--- config.mk ---
export PLATFORM = sky130hd
export DESIGN_NAME = extrap_channel_scheduler
export DESIGN_NICKNAME = d
export VERILOG_FILES = /design/src/rtl/extrap_channel_scheduler.sv
export SDC_FILE = /design/constraint.sdc
export NUM_CORES = 1
export LEC_CHECK = 0
export CAP_MARGIN = 30
export CORE_AREA = 5 5 167 169
export CTS_CLUSTER_SIZE = 20
export DETAILED_ROUTE_END_ITERATION = 12
export DIE_AREA = 0 0 172 174
export PLACE_DENSITY = 0.54
export SLEW_MARGIN = 15
export SYNTH_ARGS = -nofsm -noshare
export SYNTH_HDL_FRONTEND = slang
export SYNTH_SLANG_ARGS = --single-unit
--- constraint.sdc ---
create_clock -name clk -period 4.7 [get_ports clk]
set_input_delay 0.94 -clock clk [delete_from_list [all_inputs] [get_ports clk]]
set_output_delay 0.94 -clock clk [all_outputs]
set_load 0.05 [all_outputs]
--- src/rtl/extrap_channel_scheduler.sv ---
// extrap_channel_scheduler
// Time-multiplexes one gap-fill/extrapolation datapath across NCH sample channels.
// Samples are captured per channel at any time. On an idle frame_tick the captured
// set is frozen into a shadow copy, and channels are issued one at a time, index 0
// first. Each result is collected and re-emitted on out_*. A per-channel miss
// counter drives ch_stale.
//
// Ports
//   clk, reset_n      clock, asynchronous active-low reset
//   frame_tick        start-of-frame pulse
//   ch_valid/sample   per-channel sample strobe and data (lane k at [k*DW +: DW])
//   dp_*              request to / result from the shared datapath
//   out_*             collected gap-filled result, one pulse per channel
//   busy              frame scan in progress
//   ch_stale          channel has missed MAX_MISS or more consecutive frames
//   overrun           sticky: frame_tick seen while busy
module extrap_channel_scheduler #(
    parameter int NCH      = 4,
    parameter int DW       = 16,
    parameter int DP_LAT   = 1,
    parameter int MAX_MISS = 3
) (
    input  logic              clk,
    input  logic              reset_n,
    input  logic              frame_tick,
    input  logic [NCH-1:0]    ch_valid,
    input  logic [NCH*DW-1:0] ch_sample,
    output logic              dp_strobe,
    output logic [2:0]        dp_ch,
    output logic              dp_valid_in,
    output logic [DW-1:0]     dp_sample_in,
    input  logic [DW-1:0]     dp_sample_out,
    output logic              out_valid,
    output logic [2:0]        out_ch,
    output logic [DW-1:0]     out_sample,
    output logic              busy,
    output logic [NCH-1:0]    ch_stale,
    output logic              overrun
);
    localparam int            IW        = (NCH > 1) ? $clog2(NCH) : 1;
    localparam logic [IW-1:0] IDX_LAST  = IW'(NCH - 1);
    // Last value of the WAIT counter; unused when DP_LAT=1 because WAIT is skipped.
    localparam logic [1:0]    WAIT_LAST = 2'((DP_LAT > 1) ? DP_LAT - 2 : 0);

    typedef enum logic [1:0] {IDLE, ISSUE, WAIT, COLLECT} state_e;

    state_e          state_q, state_d;
    logic [IW-1:0]   idx_q, idx_d;
    logic [1:0]      wait_q, wait_d;
    logic [DW-1:0]   cap_q [NCH];
    logic [DW-1:0]   cap_d [NCH];
    logic [DW-1:0]   shadow_q [NCH];
    logic [DW-1:0]   shadow_d [NCH];
    logic [2:0]      miss_q [NCH];
    logic [2:0]      miss_d [NCH];
    logic [NCH-1:0]  pend_q, pend_d;
    logic [NCH-1:0]  spend_q, spend_d;
    logic [NCH-1:0]  stale_q, stale_d;
    logic            overrun_q, overrun_d;
    logic            out_valid_q, out_valid_d;
    logic [2:0]      out_ch_q, out_ch_d;
    logic [DW-1:0]   out_sample_q, out_sample_d;
    logic            accept;

    // A tick is only honoured from IDLE; anything else is an overrun.
    assign accept = frame_tick && (state_q == IDLE);

    // ---------------- FSM: state register ----------------
    always_ff @(posedge clk or negedge reset_n) begin
        if (!reset_n) begin
            state_q <= IDLE;
            idx_q   <= '0;
            wait_q  <= '0;
        end else begin
            state_q <= state_d;
            idx_q   <= idx_d;
            wait_q  <= wait_d;
        end
    end

    // ---------------- FSM: next state ----------------
    always_comb begin
        state_d = state_q;
        idx_d   = idx_q;
        wait_d  = wait_q;
        case (state_q)
            IDLE: begin
                if (frame_tick) begin
                    state_d = ISSUE;
                    idx_d   = '0;
                end
            end
            ISSUE: begin
                wait_d  = '0;
                state_d = (DP_LAT > 1) ? WAIT : COLLECT;
            end
            WAIT: begin
                if (wait_q == WAIT_LAST) state_d = COLLECT;
                else                     wait_d  = wait_q + 2'd1;
            end
            COLLECT: begin
                if (idx_q == IDX_LAST) begin
                    state_d = IDLE;
                end else begin
                    idx_d   = idx_q + IW'(1);
                    state_d = ISSUE;
                end
            end
            default: state_d = IDLE;
        endcase
    end

    // ---------------- FSM: outputs ----------------
    always_comb begin
        dp_strobe    = 1'b0;
        dp_ch        = '0;
        dp_valid_in  = 1'b0;
        dp_sample_in = '0;
        if (state_q == ISSUE) begin
            dp_strobe    = 1'b1;
            dp_ch        = 3'(idx_q);
            dp_valid_in  = spend_q[idx_q];
            dp_sample_in = spend_q[idx_q] ? shadow_q[idx_q] : '0;
        end
    end

    assign busy = (state_q != IDLE);

    // ---------------- capture, snapshot, miss tracking, results ----------------
    always_comb begin
        // On accept the pending set moves to the shadow side; a strobe landing in
        // the same cycle re-arms pend below and belongs to the next frame.
        pend_d    = accept ? '0 : pend_q;
        spend_d   = accept ? pend_q : spend_q;
        overrun_d = overrun_q | (frame_tick && (state_q != IDLE));
        for (int k = 0; k < NCH; k++) begin
            cap_d[k]    = cap_q[k];
            shadow_d[k] = accept ? cap_q[k] : shadow_q[k];
            if (ch_valid[k]) begin
                cap_d[k]  = ch_sample[k*DW +: DW];
                pend_d[k] = 1'b1;
            end
            miss_d[k] = miss_q[k];
            if ((state_q == ISSUE) && (idx_q == IW'(k))) begin
                if (spend_q[k])              miss_d[k] = 3'd0;
                else if (miss_q[k] != 3'd7)  miss_d[k] = miss_q[k] + 3'd1;
            end
            stale_d[k] = (miss_q[k] >= 3'(MAX_MISS));
        end
        out_valid_d  = (state_q == COLLECT);
        out_ch_d     = (state_q == COLLECT) ? 3'(idx_q) : out_ch_q;
        out_sample_d = (state_q == COLLECT) ? dp_sample_out : out_sample_q;
    end

    always_ff @(posedge clk or negedge reset_n) begin
        if (!reset_n) begin
            for (int k = 0; k < NCH; k++) begin
                cap_q[k]    <= '0;
                shadow_q[k] <= '0;
                miss_q[k]   <= '0;
            end
            pend_q       <= '0;
            spend_q      <= '0;
            stale_q      <= '0;
            overrun_q    <= 1'b0;
            out_valid_q  <= 1'b0;
            out_ch_q     <= '0;
            out_sample_q <= '0;
        end else begin
            for (int k = 0; k < NCH; k++) begin
                cap_q[k]    <= cap_d[k];
                shadow_q[k] <= shadow_d[k];
                miss_q[k]   <= miss_d[k];
            end
            pend_q       <= pend_d;
            spend_q      <= spend_d;
            stale_q      <= stale_d;
            overrun_q    <= overrun_d;
            out_valid_q  <= out_valid_d;
            out_ch_q     <= out_ch_d;
            out_sample_q <= out_sample_d;
        end
    end

    assign out_valid  = out_valid_q;
    assign out_ch     = out_ch_q;
    assign out_sample = out_sample_q;
    assign ch_stale   = stale_q;
    assign overrun    = overrun_q;

endmodule

=== Word-level counts from Yosys, hierarchy flattened ===
Cells that the tools add are included.

* Input port bits: 87
* Logic and storage cells: 112
* Flip-flop bits (word level): 178
* Output and inout port bits: 47

* Order comparisons: 6
* Muxes and demuxes: 32
* $add $sub $neg: 6
* Reductions and logical operators: 27
* Eq/ne operators: 14
* Bitwise operators: 2

{| class="wikitable"
|+ Operator list
! cell !! count
|-
| 2-to-1 mux 16 bit || 4
|-
| binary-select mux 16 bit (select 2 bit) || 1
|-
| 2-to-1 mux 3 bit || 8
|-
| nonzero test 2 bit || 11
|-
| adder 3 x 1 -> 3 bit, second input constant || 4
|-
| greater-or-equal comparator 3 x 2 -> 1 bit, second input constant || 4
|-
| 2-to-1 mux 2 bit || 6
|-
| inequality test 3 bit, second input constant || 4
|-
| AND reduction 2 bit || 6
|-
| == test 2 bit, second input constant || 4
|-
| 2-to-1 mux 1 bit || 8
|-
| inequality test 2 bit, second input constant || 4
|-
| one-hot mux 2 bit (2 select lines) || 2
|-
| one-hot mux 2 bit (4 select lines) || 1
|-
| logical AND 1 bit || 6
|-
| zero test 2 bit || 3
|-
| adder 2 x 1 -> 2 bit, second input constant || 2
|-
| == test 2 x 1 -> 1 bit, second input constant || 2
|-
| 2-to-1 mux 4 bit || 1
|-
| greater-or-equal comparator 3 bit, second input constant || 1
|-
| < comparator 2 x 3 -> 1 bit, second input constant || 1
|-
| NOT 2 -> 3 bit || 1
|-
| AND reduction 3 bit || 1
|-
| binary-select mux 1 bit (select 2 bit) || 1
|-
| bitwise OR 1 bit || 1
|}

=== Longest topological paths before layout ===
* Depth in word-level cells: 6
* Depth in mapped cells: 7
* Mapped depth without buffers: 5

=== Worst setup path before layout ===
Ideal clock, no wire load.

* Path type: register -> output
* Start point: reg state_q[1]
* End point: out dp_sample_in[0]
* Arrival time: 2.147 ns
* Cell stages (with the launch flop): 6
* Setup slack: 1.613 ns
* Buffers on the path: 0
* Data required time: 3.760 ns
* Path through: dfrtp_1 -> inv_1 -> ha_1 -> nor2b_1 -> a2bb2oi_4 -> nor2b_1

* Longest elaborated chain between the ends: 2

{| class="wikitable"
|+ RTL lines
! item !! line !! source
|-
| start: declaration || 47 || <nowiki>state_e state_q, state_d;</nowiki>
|-
| start signal: assignment || 75 || <nowiki>state_q <= state_d;</nowiki>
|-
| == test 2 x 1 -> 1 bit || 119 || <nowiki>if (state_q == ISSUE) begin</nowiki>
|-
| 2-to-1 mux 16 bit || 119 ||
|-
| end: declaration || 31 || <nowiki>output logic [DW-1:0] dp_sample_in,</nowiki>
|}

Every way passes these cells.

=== Worst setup path after layout ===
* Start point: reg state_q[1]
* End point: out dp_sample_in[4]

The elaborated chain is that of the path after synthesis.

==> results.md <==
* Routability Congestion at 0.713
* Post-synth EDFFs at 0
* TritonCTS Buffers at 17
* Core Rows at 60
* Synthesized area at 7770 sq um
* Yosys warnings at 0
* Vias per inst at 4.53
* Crit start category: flip-flop
* Critical Path, Cell by Cell: inv_1, ha_1, nor2b_1, a2bb2oi_4, buf_16, nor2b_1, clkdlybuf4s50_1
* Number of routed nets with antenna violations at 0
* Dpl cells at 967
* DRC Markers at 0
* Global-route wire length before repair at 27.6 mm
* Largest area contributor in the netlist: dfrtp_1
* Max Slew Vio Count at 0
* Required @ worst endpoint at 3760 ps
* PwrDens at 639 nW/um^2
* Critical Path Max Stage Delay at 700 ps
* Hold Path Class: in2async
* RSZ-0062 raised after global routing: false
* Maximum VDD drop at 391 uV
* Sequential share of the synthesized area at 0.573
* Final WS setup at 805 ps
* M1 GR Usage at 0.152
* CORE AREA at 26400 sq um
* Fin Clk Skew at 8.91 ps
* Status: completed
* Post-CTS resize count at 0
* Final hold vios at 0
* Worst Path Arrival at 2960 ps
* # setup viols final at 0
* M2 GR Usage at 0.196
* Area delta synth->final at 30.3%
* Worst path slowest cell: clkdlybuf4s50_1
* Vias in the first global route at 5001
* # diodes at 0
* Number of max-cap violations at 0
* Pre-Repair DR Iteration Count at 4
* Worst slew pin tran at 940 ps
* Initial detailed-routing violation count at 187
* Tcrit/Tclk final at 0.829
* Yosys top cell area share at 0.573
* Total power draw at 6470 uW
* Ys async rst share at 1.00
* Leakage at 0.00428 uW
* Synth cell types at 44
* Total Neg Setup Slack at 0 ps
* Gr ovfl total at 0
* CTS Buffer Depth at 2
* Die area at 29900 sq um
* Fmax at 257 MHz
* H-tree depth at 4
* Die W at 172 microns
* Initial antenna violation count at 1
* Non-filler instance count after layout at 1000
* Wire per inst at 17.3 microns
* TritonCTS sink count at 178
* Layout cells sized above 1 at 0.238
* Top FF cell, synth: dfrtp_1
* Overall routing resource usage at 0.119
* Worst R2R Setup Slack at 2670 ps
* Crit. End Element: output port
* Setup CP Type: reg2out
* Die Height at 174 microns
* Top Usage Layer GRT: met2
* Top-count cell post-synth: dfrtp_1
* Final Critical Period at 3900 ps
* # IOs at 134
* Hold_buf cts at 0
* Slew headroom at 0.372
* CTS tree: yes
* DR vias at 4530
* Clk slew on worst S/H paths at 70 ps
* Detailed-route wire length at 17.3 mm
* Syn Inst Count at 509
* Largest net degree at the start of global routing at 121
* Pre-CTS setup slack at 1240 ps
* Buffers on Ports at 131
* GRT met3 Usage at 0.0357
* Yosys reg bits at 178
* Clock insertion delay at the later pin of the skew report at 430 ps
* Synth area leaders: dfrtp_1 57%, mux2_2 12%, mux2_1 9.7%, ha_1 3.9%, mux4_2 3.5%
* Commonest cells in the netlist: 178 x dfrtp_1, 84 x mux2_2, 67 x mux2_1
* Initial Util at 0.294
* Crit-path most repeated cell: nor2b_1
* Post-DP HPWL at 12.4 mm
* Root buffer cell: clkbuf_16
* Fin util at 0.383
* NumNets Final at 757
* CP Max Fanout at 10
* Postcts setup bufs at 0
* Avg Cell Area, Syn at 15.3 sq um
critical path, delay by kind of cell, from the launching register on:
kind,cells,cell delay [ps]
fa+ha+maj,1,280
flops,1,400
compound gates,1,550
buf+inv,3,1040
simple gates,2,260
routing by layer:
layer / vias to the layer above / part of all wire
met2: 110 / 0.49
met5: - / 0.00064
met3: 20 / 0.062
met4: 2 / 0.014
li1: 2099 / -
met1: 2299 / 0.43
area by class of cell:
cell class	instances	area, sq um
clock buffer	17	425
timing repair buffer	142	1480
sequential	178	4460
inverter	13	48.8
fill	2483	16300
clock inverter	15	173
multi-input combinational	294	3110
tap	341	427
layout by cell type (no fill, tap or decap), types with 3 or more instances in the layout:
cell and n:
mux2_2 84, a211o_1 4, a21oi_1 5, inv_6 4
clkbuf_16 17, o21ai_0 12, clkinv_4 4, a21o_1 5
buf_4 5, clkdlybuf4s50_1 130, nor2b_4 7, mux2i_1 4
mux2_1 67, nor2b_2 3, ha_1 24, nor2b_1 11
dfrtp_1 177, nand2_1 22, or4_1 3, buf_8 3
mux4_1 4, clkinv_8 3, inv_1 13, buf_16 3
mux4_2 12
cell families (layout without fill, tap and decap cells):
kind of cell	count (synthesis)	in the layout	synth area share
flops	178	178	0.573
mux	173	173	0.276
simple gates	58	58	0.0496
buf+inv	38	187	0.0274
compound gates	37	37	0.0343
fa+ha+maj	24	24	0.0387
other cells	1	2	0.000483
metrics by stage:
step,hold WS (ps),cell area [sq um]
global route,427,10100
floorplan,443,7770
CTS,466,10100
finish,419,10100
global placement,442,9400
detailed placement,450,9500
worst paths after layout:
path / startpoint / to / depth (start not counted)
worst min-delay path: reset_n / miss_q[3] / 1
worst min register to register: overrun / overrun / 1
min in group clk: overrun / overrun / 1
worst max-delay path: state_q[1] / dp_sample_in[4] / 7
worst max register to register: state_q[0] / shadow_q[57] / 5
max in group asynchronous: reset_n / cap_q[58] / 3
flip-flops by register name, indices dropped and copies added (netlist names):
register	flops
idx_q	2
overrun	1
miss_q	12
wait_q	2
pend_q	4
spend_q	4
out_valid	1
ch_stale	4
state_q	2
out_sample	16
shadow_q	64
out_ch	2
cap_q	64
power by group:
group | leakage [uW] | switching (uW) | total, uW | internal (uW)
Clock | 0.000289 | 668 | 1420 | 757
Combinational | 0.00188 | 1450 | 2700 | 1250
Sequential | 0.00212 | 317 | 2350 | 2030
Total | 0.00428 | 2440 | 6470 | 4030
(Power assumes the default switching activity.)
